<file path="config.mk">
export PLATFORM = sky130hd
export DESIGN_NAME = ac3_quant_accumulator
export DESIGN_NICKNAME = d
export VERILOG_FILES = /design/src/rtl/smac_ac_pkg.sv /design/src/rtl/ac3_lane.sv /design/src/rtl/ac3_quant_accumulator.sv
export SDC_FILE = /design/constraint.sdc
export NUM_CORES = 1
export LEC_CHECK = 0
export ABC_AREA = 0
export ABC_CLOCK_PERIOD_IN_PS = 10800
export CORE_UTILIZATION = 50
export CTS_CLUSTER_DIAMETER = 100
export DETAILED_ROUTE_END_ITERATION = 6
export PLACE_DENSITY = 0.84
export SLEW_MARGIN = 20
export SYNTH_ARGS = -nofsm -noshare
export SYNTH_HDL_FRONTEND = slang
export SYNTH_SLANG_ARGS = --single-unit
</file>
<file path="constraint.sdc">
create_clock -name clk -period 10.8 [get_ports clk]
set_input_delay 2.16 -clock clk [delete_from_list [all_inputs] [get_ports clk]]
set_output_delay 2.16 -clock clk [all_outputs]
set_load 0.01 [all_outputs]
</file>
<file path="src/rtl/smac_ac_pkg.sv">
`default_nettype none
// ============================================================================
//  smac_ac_pkg : shared types, width helper and saturation limits for the
//                SMAC accumulate (AC3) stage.
//  Revision    : 1.0
// ============================================================================
package smac_ac_pkg;

  typedef enum logic [1:0] {
    IDLE  = 2'd0,
    ACCUM = 2'd1,
    SHIFT = 2'd2,
    OUT   = 2'd3
  } ac3_state_t;

  // Saturation limits for the default 8-bit activation precision.
  localparam int                       AC3_PA_DEF  = 8;
  localparam logic signed [AC3_PA_DEF-1:0] AC3_SAT_MAX = 8'sd127;
  localparam logic signed [AC3_PA_DEF-1:0] AC3_SAT_MIN = -8'sd128;

  function automatic int acc_w(input int m, input int pa, input int pw, input int mno);
    return $clog2(m) + pa + pw + $clog2(mno);
  endfunction

endpackage
`default_nettype wire

</file>
<file path="src/rtl/ac3_lane.sv">
`default_nettype none
// ============================================================================
//  ac3_lane : one accumulation channel -- clear/add/shift accumulator and
//             Pa-bit narrowing (saturating when AC3_SAT_EN is defined).
//  Revision : 1.0
// ============================================================================
module ac3_lane #(
  parameter int ACC_W = 25,
  parameter int PA    = 8
) (
  input  logic             clk,
  input  logic             rst,
  input  logic             clr,
  input  logic             add,
  input  logic             shift,
  input  logic [ACC_W-1:0] in_data,
  output logic [PA-1:0]    out_data
);

  logic [ACC_W-1:0] acc_d;
  logic [ACC_W-1:0] acc_q;

  always_comb begin
    acc_d = acc_q;
    if (clr) begin
      acc_d = '0;
    end else if (add) begin
      acc_d = acc_q + in_data;
    end else if (shift) begin
      acc_d = {acc_q[ACC_W-1], acc_q[ACC_W-1:1]};
    end
  end

  always_ff @(posedge clk or posedge rst) begin
    if (rst) begin
      acc_q <= '0;
    end else begin
      acc_q <= acc_d;
    end
  end

`ifdef AC3_SAT_EN
  // The value fits in PA bits when every bit from PA-1 upward equals the sign.
  logic [ACC_W-PA:0] hi_bits;
  logic              fits;

  assign hi_bits = acc_q[ACC_W-1:PA-1];
  assign fits    = (hi_bits == '0) || (hi_bits == '1);

  always_comb begin
    out_data = acc_q[PA-1:0];
    if (!fits) begin
      out_data = acc_q[ACC_W-1] ? {1'b1, {(PA-1){1'b0}}} : {1'b0, {(PA-1){1'b1}}};
    end
  end
`else
  logic unused_hi_bits;

  assign unused_hi_bits = ^acc_q[ACC_W-1:PA];
  assign out_data       = acc_q[PA-1:0];
`endif

endmodule
`default_nettype wire

</file>
<file path="src/rtl/ac3_quant_accumulator.sv">
`default_nettype none
// ============================================================================
//  ac3_quant_accumulator : N_CH-channel partial-sum accumulator with serial
//                          quantizing right shift and valid/ready output.
//                          Optional saturation: define AC3_SAT_EN.
//  Revision              : 1.0
// ============================================================================
module ac3_quant_accumulator
  import smac_ac_pkg::*;
#(
  parameter  int M      = 16,
  parameter  int PA     = 8,
  parameter  int PW     = 4,
  parameter  int MNO    = 288,
  parameter  int N_CH   = 4,
  localparam int ACC_W  = acc_w(M, PA, PW, MNO),
  localparam int NOPS_W = $clog2(MNO + 1),
  localparam int QS_W   = $clog2(ACC_W)
) (
  input  logic                  clk,
  input  logic                  rst,
  input  logic                  start,
  input  logic [NOPS_W-1:0]     num_ops,
  input  logic [QS_W-1:0]       qshift,
  input  logic                  in_valid,
  output logic                  in_ready,
  input  logic [N_CH*ACC_W-1:0] in_data,
  output logic                  out_valid,
  input  logic                  out_ready,
  output logic [N_CH*PA-1:0]    out_data,
  output logic                  busy,
  output logic                  done
);

  localparam logic [NOPS_W-1:0] OP_ONE = NOPS_W'(1);
  localparam logic [QS_W-1:0]   SH_ONE = QS_W'(1);

  ac3_state_t        state_d, state_q;
  logic [NOPS_W-1:0] num_ops_d, num_ops_q;
  logic [QS_W-1:0]   qshift_d, qshift_q;
  logic [NOPS_W-1:0] op_cnt_d, op_cnt_q;
  logic [QS_W-1:0]   shift_cnt_d, shift_cnt_q;
  logic [NOPS_W-1:0] op_cnt_inc;
  logic [QS_W-1:0]   shift_cnt_inc;
  logic              lane_clr, lane_add, lane_shift;

  assign op_cnt_inc    = op_cnt_q + OP_ONE;
  assign shift_cnt_inc = shift_cnt_q + SH_ONE;

  always_comb begin
    state_d     = state_q;
    num_ops_d   = num_ops_q;
    qshift_d    = qshift_q;
    op_cnt_d    = op_cnt_q;
    shift_cnt_d = shift_cnt_q;
    lane_clr    = 1'b0;
    lane_add    = 1'b0;
    lane_shift  = 1'b0;
    in_ready    = 1'b0;
    out_valid   = 1'b0;
    done        = 1'b0;
    case (state_q)
      IDLE: begin
        if (start) begin
          num_ops_d   = num_ops;
          qshift_d    = qshift;
          op_cnt_d    = '0;
          shift_cnt_d = '0;
          lane_clr    = 1'b1;
          // An empty accumulation skips straight to presenting zeros.
          state_d     = (num_ops == '0) ? OUT : ACCUM;
        end
      end
      ACCUM: begin
        in_ready = 1'b1;
        if (in_valid) begin
          lane_add = 1'b1;
          op_cnt_d = op_cnt_inc;
          if (op_cnt_inc == num_ops_q) begin
            state_d = (qshift_q == '0) ? OUT : SHIFT;
          end
        end
      end
      SHIFT: begin
        lane_shift  = 1'b1;
        shift_cnt_d = shift_cnt_inc;
        if (shift_cnt_inc == qshift_q) begin
          state_d = OUT;
        end
      end
      OUT: begin
        out_valid = 1'b1;
        if (out_ready) begin
          done    = 1'b1;
          state_d = IDLE;
        end
      end
      default: state_d = IDLE;
    endcase
  end

  always_ff @(posedge clk or posedge rst) begin
    if (rst) begin
      state_q     <= IDLE;
      num_ops_q   <= '0;
      qshift_q    <= '0;
      op_cnt_q    <= '0;
      shift_cnt_q <= '0;
    end else begin
      state_q     <= state_d;
      num_ops_q   <= num_ops_d;
      qshift_q    <= qshift_d;
      op_cnt_q    <= op_cnt_d;
      shift_cnt_q <= shift_cnt_d;
    end
  end

  assign busy = (state_q != IDLE);

  for (genvar c = 0; c < N_CH; c++) begin : g_lane
    ac3_lane #(
      .ACC_W (ACC_W),
      .PA    (PA)
    ) u_lane (
      .clk      (clk),
      .rst      (rst),
      .clr      (lane_clr),
      .add      (lane_add),
      .shift    (lane_shift),
      .in_data  (in_data[c*ACC_W +: ACC_W]),
      .out_data (out_data[c*PA +: PA])
    );
  end

endmodule
`default_nettype wire

</file>
## Word-level counts from Yosys, hierarchy flattened

Cells that the tools add are included.

- Register bits after elaboration: 130
- Bits in latches: 0
- Memory bits (writable): 0
- ROM bits: 0
- Output and inout bits: 36
- Word-level logic and storage cells: 75
- Memories: 0

- Add/sub/neg operators: 6
- Multipliers: 0
- Divide/modulo/power cells: 0
- $lt $le $gt $ge: 0
- Equality and inequality tests: 10
- Shifts and indexed selects: 0
- Multiplexer cells: 34
- Bitwise operators: 0
- Reduce and logical (&&, ||, !) cells: 12

Operator list:

| cell | count |
|---|---|
| 25-bit two-way mux | 8 |
| 25-bit adder | 4 |
| 24-bit two-way mux | 4 |
| 9-bit two-way mux | 2 |
| 9-bit one-hot mux with 2 select lines | 1 |
| 2-bit two-way mux | 6 |
| 1-bit two-way mux | 10 |
| 2-bit != test (second input constant) | 5 |
| 5-bit one-hot mux with 2 select lines | 1 |
| 9-bit by 1-bit adder with 9-bit output (second input constant) | 1 |
| 9-bit equality test | 1 |
| 9-bit zero test | 1 |
| 2-bit one-hot mux with 4 select lines | 1 |
| 2-bit nonzero test | 4 |
| 5-bit by 1-bit adder with 5-bit output (second input constant) | 1 |
| 5-bit equality test | 1 |
| 5-bit zero test | 1 |
| 5-bit two-way mux | 1 |
| 5-bit AND reduction | 1 |
| 2-bit equality test (second input constant) | 2 |
| 2-bit AND reduction | 2 |
| 3-bit AND reduction | 1 |
| 3-bit nonzero test | 1 |
| 2-bit by 1-bit equality test with 1-bit output (second input constant) | 1 |
| 2-bit zero test | 1 |

## Longest topological paths before layout

Gate-level depths: netlist of the first run.

- Depth in word-level cells: 5
- Gate-level depth with buffers: 11

## Hierarchy

A second synthesis of the first run with hierarchy kept.

- Cells, all modules: 1348
- Area, all modules: 11751.3 um^2

By module, submodules not included:

| module | times used | cells each | area each (um^2) | seq. area each (um^2) |
|---|---|---|---|---|
| ac3_lane (g_lane[0].u_lane ...) | 2 | 285 | 2464.9 | 625.6 |
| ac3_lane (g_lane[3].u_lane) | 1 | 298 | 2518.7 | 625.6 |
| ac3_lane (g_lane[2].u_lane) | 1 | 296 | 2467.4 | 625.6 |
| ac3_quant_accumulator | 1 | 184 | 1835.5 | 750.7 |

## Least setup slack after synthesis of the first run

Ideal clock, no wire load.

- Kind: input-to-reg
- From: in in_data[50]
- To: reg g_lane[2].u_lane.acc_q[24]
- Arrival time: 4.463 ns
- Data required time: 10.666 ns
- Slack: 6.203 ns
- Stages: 11
- Path buffers: 0
- Cell sequence: ha_1 -> fa_1 -> a21oi_1 -> nor2_1 -> a311o_1 -> o31ai_4 -> o211ai_1 -> a2111oi_2 -> nor4_1 -> o21ai_0 -> o31ai_1

- Word-level cells in the longest chain between the ends: 3

Ends and longest elaborated chain:

| what | RTL line | source |
|---|---|---|
| start: declaration | ac3_quant_accumulator.sv:27 | `input logic [N_CH*ACC_W-1:0] in_data,` |
| 25-bit adder | ac3_lane.sv:28 | `acc_d = acc_q + in_data;` |
| 25-bit two-way mux | ac3_lane.sv:27 | `end else if (add) begin` |
| 25-bit two-way mux | ac3_lane.sv:25 | `if (clr) begin` |
| end signal: assignment | ac3_lane.sv:36 | `acc_q <= '0;` |
| end signal: assignment | ac3_lane.sv:38 | `acc_q <= acc_d;` |
| end: declaration | ac3_lane.sv:21 | `logic [ACC_W-1:0] acc_q;` |

No other way between the ends. The select of a mux whose other input is x is not followed.
A chain may end at the register's enable or synchronous reset.

## Worst setup path after layout of the first run

- From: in out_ready
- To: out done

- Word-level cells in the longest chain between the ends: 2

Ends and longest elaborated chain:

| what | RTL line | source |
|---|---|---|
| start: declaration | ac3_quant_accumulator.sv:29 | `input logic out_ready,` |
| 1-bit two-way mux | ac3_quant_accumulator.sv:93 | `if (out_ready) begin` |
| 1-bit two-way mux | ac3_quant_accumulator.sv:62 | `case (state_q)` |
| end: declaration | ac3_quant_accumulator.sv:32 | `output logic done` |

No other way between the ends.

==> results of run 1 <==
synth_stat cells (all sizes together) (23+ instances only):
| library cell | instances |
|---|---|
| dfrtp | 130 |
| nor2 | 121 |
| a21oi | 113 |
| ha | 103 |
| nand2 | 95 |
| o21ai | 84 |
| mux2i | 75 |
| xnor2 | 65 |
| a211oi | 50 |
| a21o | 45 |
| buf | 45 |
| clkbuf | 40 |
| inv | 34 |
| nand3 | 30 |
| xor2 | 28 |
| nand2b | 23 |
per-layer routing:
metal,vias to the layer above,global-route usage,part of all wire
met1,4783,0.3163,0.43
met4,0,0.1045,0.029
met3,58,0.03503,0.054
li1,4921,-,-
met5,-,0,0
met2,305,0.4356,0.48
through the flow:
step,util,hold WS (ps),instance area (sq um)
detailed placement,0.5804,487.2,12700
CTS,0.6080,502.5,13310
global placement,0.5804,482.4,12700
finish,0.6084,498.7,13320
global route,0.6081,529.9,13310
floorplan,-,460.1,11190
logic make-up after synthesis:
group / after synthesis / share of synthesized area
buffers and inverters: 119 / 0.05064
adder cells (fa/ha/maj): 107 / 0.1223
XOR/XNOR: 93 / 0.07277
AO/OA/AOI/OAI: 412 / 0.2400
multiplexers: 86 / 0.07814
flip-flops: 130 / 0.2906
AND/OR/NAND/NOR: 351 / 0.1455
power groups by stage:
stage	clock network, mW	registers [mW]	logic [mW]
after floorplan	0	0.828	1.81
after global placement	0	0.878	2.15
after detailed placement	0	0.888	2.22
after CTS	0.619	0.883	2.24
after global routing	0.638	0.912	2.50
final	0.608	0.884	2.24
sequential cells by signal, summed over array words and instances, names as in the netlist:
name and count:
g_lane.u_lane.acc_q 100, num_ops_q 9, op_cnt_q 9, qshift_q 5, shift_cnt_q 5, state_q 2
final timing paths:
check	to	from	cells past startpoint
worst min register to register	num_ops_q[2]	num_ops_q[2]	2
max in group asynchronous	g_lane[2].u_lane.acc_q[22]	rst	3
worst max-delay path	done	out_ready	3
worst min-delay path	num_ops_q[2]	num_ops_q[2]	2
worst max register to register	g_lane[0].u_lane.acc_q[22]	g_lane[0].u_lane.acc_q[0]	11
min in group asynchronous	g_lane[0].u_lane.acc_q[16]	rst	2
worst max-delay path: stages:
cell and delay (ps):
sky130_fd_sc_hd__clkdlybuf4s50_1 500, sky130_fd_sc_hd__and2_1 130, sky130_fd_sc_hd__clkdlybuf4s50_1 520
layout make-up:
class | count | area, sq um
diodes | 3 | 7.507
clock buffers | 18 | 429.2
clock inverters | 14 | 176.4
fillers | 1885 | 8573
inverters | 34 | 132.6
multi-input cells | 1049 | 7397
flip-flops and latches | 130 | 3253
well taps | 280 | 350.3
repair buffers | 158 | 1572
==> out/qor.yml, run 1 <==
hold_path.class: "reg2reg"
grt_start_max_net_pins: 93
post-place-cells: 1651
placement.setup.worst_slack_ps: 5338
fin_setup_tns_ps: 0
fin_nets: 1616
stdcell_count: 1686
grt_antenna_before_repair: 1
overall_power_of_the_completed_layout_mw: 3.734
ys_top_cells_by_area: "sky130_fd_sc_hd__dfrtp_1, sky130_fd_sc_hd__ha_1, sky130_fd_sc_hd__mux2i_1, sky130_fd_sc_hd__xnor2_1, sky130_fd_sc_hd__a21oi_1"
leakagePower_nw: 5.999
layout.cells.most_common_list: "sky130_fd_sc_hd__clkdlybuf4s50_1, sky130_fd_sc_hd__dfrtp_1, sky130_fd_sc_hd__nor2_1, sky130_fd_sc_hd__a21oi_1, sky130_fd_sc_hd__ha_1"
start_kind: "primary input"
number_of_nets_in_the_synthesized_netlist: 1524
timing.final.setup_violations: 0
syn_inst: 1298
final.setup_skew_ps: 9.885
fin_crit_sh: 0.5075
fmax_mhz: 182.5
io_buffers: 154
post-route-min-period_ps: 5481
clock-root-buffer: "sky130_fd_sc_hd__clkbuf_16"
grt_overflow_total: 0
drive_above_1_share: 0.04775
slew_headroom: 0.2835
final_worst_setup_slack_ps: 5319
chipHeight_um: 151.6
first_global_vias: 9767
seq_power_share: 0.237
tightest_slew_ps: 1075
detailed_place_hpwl_mm: 19.41
avgSynthCellArea_sq_um: 8.623
boundaryPins: 155
regToRegSetupSlack_ps: 7540
flow.area_growth_from_synthesis_pct: 18.98
tritoncts_clock_tree: "done"
first_pass_iters: 6
ir_worst_vdd_uv: 133.4
power.share.clock: 0.163
grt_pass1_wl_mm: 46.31
via_count: 10070
synthesis.area_sq_mm: 0.01119
report.final.hold_viol_count: 0
reported_max_cap_violation_count: 0
cts_resized: 0
cts_hold_buf: 0
gp_routability_congestion: 0.9384
powerDensity_mw_per_mm2: 280.4
swShare: 0.4338
drc_errors: 0
cts.htree.levels: 4
combinationalPowerShare: 0.600
drt_iter0_markers: 582
ys_seq_elements: 130
run_status: "complete, no violations"
cts-root-to-sink-buffers: 2
timing.critical_path.required_ps: 8640
share_of_flip_flops_with_an_asynchronous_set_or_reset: 1.000
numClockSinks: 130
setup.worst_path.class: "in2out"
wirelength_mm: 28.07
clk_pin_slew_ps: 60
crit_path_max_fanout: 2
antenna_left: 0
worstSetupEndpointType: "output pin"
post_cts_buffers: 0
floorplan.core_area_sq_mm: 0.02189
placementRows: 54
yosys_most_used_dff: "sky130_fd_sc_hd__dfrtp_1"
p_sw_mw: 1.620
initial_core_util: 0.5113
clk-insertion-delay-late_ps: 430
globalRouteTotalUtil: 0.2527
seq_area_frac_synth: 0.2906
maxSlewViolCount: 0
drt-vias-per-instance: 5.971
crit_arrival_ps: 3320
layout.cells.most_common: "sky130_fd_sc_hd__clkdlybuf4s50_1"
cell_internal_pwr_mw: 2.114
ys_warn_count: 0
yosys.area.top_type: "sky130_fd_sc_hd__dfrtp_1"
fp.dieW_um: 151.6
detail_route.wl_per_cell_um: 16.65
synth_top_area_share: 0.2906
die_area_sq_mm: 0.02299
number_of_enable_type_register_cells_in_the_synthesized_netlist: 0
netlist-cell-type-count: 68
grt_setup_unrepaired: "no"
cts_made_buffers: 17
No activity file was read; power rests on OpenSTA's default activity.
==> inputs of run 2 (changes only) <==
Settings changed: ABC_CLOCK_PERIOD_IN_PS 10800 to 5500.
Clock period 10.8 ns to 5.5 ns, I/O delays scaled along.
==> out/qor.yml, run 2 (synthesis gave the netlist of run 1 again) <==
combinationalPowerShare: 0.603
clk-insertion-delay-late_ps: 430
gp_routability_congestion: 0.9181
reg_top3: "g_lane.u_lane.acc_q x100, num_ops_q x9, op_cnt_q x9"
top_register: "g_lane.u_lane.acc_q"
first_pass_iters: 7
detailed_place_hpwl_mm: 19.65
wirelength_mm: 28.31
globalRouteTotalUtil: 0.2531
grt_start_max_net_pins: 104
layout.cells.most_common_list: "sky130_fd_sc_hd__clkdlybuf4s50_1, sky130_fd_sc_hd__dfrtp_1, sky130_fd_sc_hd__nor2_1, sky130_fd_sc_hd__a21oi_1, sky130_fd_sc_hd__ha_1"
crit_path_max_fanout: 3
placementRows: 54
timing.hold.ws_ps: 495.1
cts_resized: 0
timing.critical_path.required_ps: 5830
crit_path_cell_trace: "clkdlybuf4s50_1 > ha_1 > fa_1 > a21o_1 > a21oi_1 > o21ai_0 > a311oi_1 > a21oi_1 > o221ai_1 > xor2_1 > or3_1 > a21oi_1"
die_area_sq_mm: 0.02299
clk_pin_slew_ps: 60
seq_power_share: 0.236
placement.setup.worst_slack_ps: 1224
critical_r2r_launch: "g_lane[3].u_lane.acc_q[0]"
drt_iter0_markers: 596
antenna_left: 0
crit_slowest_cell: "sky130_fd_sc_hd__a311oi_1"
grt_overflow_total: 0
floorplan.core_area_sq_mm: 0.02189
leakagePower_nw: 6.008
hold_depth: 2
worstHoldEndpoint: "num_ops_q[7]"
clock-root-buffer: "sky130_fd_sc_hd__clkbuf_16"
finalCoreUtilization: 0.6093
layout.cell_area.non_filler_sq_mm: 0.01334
timing.reg2reg.worst_path_depth: 11
io_buffers: 154
run_status: "complete, no violations"
post-route-min-period_ps: 3920
detail_route.wl_per_cell_um: 16.79
crit_arrival_ps: 4250
fp.dieW_um: 151.6
p_sw_mw: 3.187
layout.cells.most_common: "sky130_fd_sc_hd__clkdlybuf4s50_1"
start_kind: "primary input"
largest_reg_flops: 100
drt-vias-per-instance: 5.931
chipHeight_um: 151.6
slew_headroom: 0.2858
fmax_mhz: 255.1
fin_crit_sh: 0.7127
tritoncts_clock_tree: "done"
worst_r2r_endpoint: "g_lane[3].u_lane.acc_q[24]"
cts-root-to-sink-buffers: 2
timing.final.setup_violations: 0
worstSetupEndpointType: "flop"
fin_nets: 1618
grt_pass1_wl_mm: 46.51
placement.cell_area_sq_mm: 0.01273
grt_antenna_before_repair: 3
ir_worst_vdd_uv: 338.1
hold_path.class: "reg2reg"
maximum_single_stage_delay_on_the_critical_path_ps: 480
cell_internal_pwr_mw: 4.169
drive_above_1_share: 0.04843
powerDensity_mw_per_mm2: 551.5
fin_setup_tns_ps: 0
initial_core_util: 0.5113
final_worst_setup_slack_ps: 1580
via_count: 10000
grt_setup_unrepaired: "no"
swShare: 0.4333
setup.worst_path.class: "in2reg"
power.share.clock: 0.161
final.setup_skew_ps: 13.25
cts.htree.levels: 4
cts_made_buffers: 17
reported_max_cap_violation_count: 0
drc_errors: 0
flow.area_growth_from_synthesis_pct: 19.17
maxSlewViolCount: 0
hold_path_startpoint: "num_ops_q[7]"
first_global_vias: 9881
post_cts_buffers: 0
boundaryPins: 155
crit_top_cell: "sky130_fd_sc_hd__a21oi_1"
numClockSinks: 130
report.final.hold_viol_count: 0
tightest_slew_ps: 1071
cts_hold_buf: 0
regToRegSetupSlack_ps: 2270
## run 2: critical path, delay by kind of cell
kind                       cells  cell delay (ps)
adders and majority gates      2              630
buffers and inverters          1              400
AOI/OAI and AO/OA              7             1680
xor gates and xnor gates       1              110
and+or+nand+nor                1              310
## run 2: area by class of cell
type / instances / area, sq um
Inverter: 34 / 132.6
Antenna cell: 2 / 5.005
Timing Repair Buffer: 160 / 1599
Sequential cell: 130 / 3253
Clock inverter: 12 / 158.9
Multi-Input combinational cell: 1049 / 7397
Fill cell: 1910 / 8552
Clock buffer: 19 / 442.9
Tap cell: 280 / 350.3
## run 2: power by group through the flow
stage / sequential (mW) / clock [mW] / combinational [mW]
6_report: 1.73 / 1.18 / 4.44
3_3_place_gp: 1.72 / 0 / 4.24
5_1_grt: 1.78 / 1.24 / 4.93
2_1_floorplan: 1.63 / 0 / 3.55
3_5_place_dp: 1.74 / 0 / 4.39
4_1_cts: 1.73 / 1.20 / 4.43
## run 2: through the flow
step	power, mW	instances
finish	7.356	1686
global route	7.948	1686
CTS	7.351	1684
detailed placement	6.125	1653
global placement	5.965	1653
floorplan	5.175	1298
## run 2: worst max path at each step
stage | endpoint | start
6_report | g_lane[3].u_lane.acc_q[24] | in_data[75]
5_1_grt | g_lane[3].u_lane.acc_q[24] | in_data[75]
4_1_cts | g_lane[3].u_lane.acc_q[24] | in_data[75]
3_5_place_dp | g_lane[3].u_lane.acc_q[24] | in_data[75]
3_3_place_gp | g_lane[2].u_lane.acc_q[22] | in_data[50]
2_1_floorplan | g_lane[0].u_lane.acc_q[0] | rst
## run 2: layer usage
layer	vias up	track usage	wire length (um)
li1	4920	-	-
met1	4769	0.3073	12330
met2	260	0.4493	13970
met3	49	0.03683	1305
met4	2	0.09851	699
met5	-	0	13
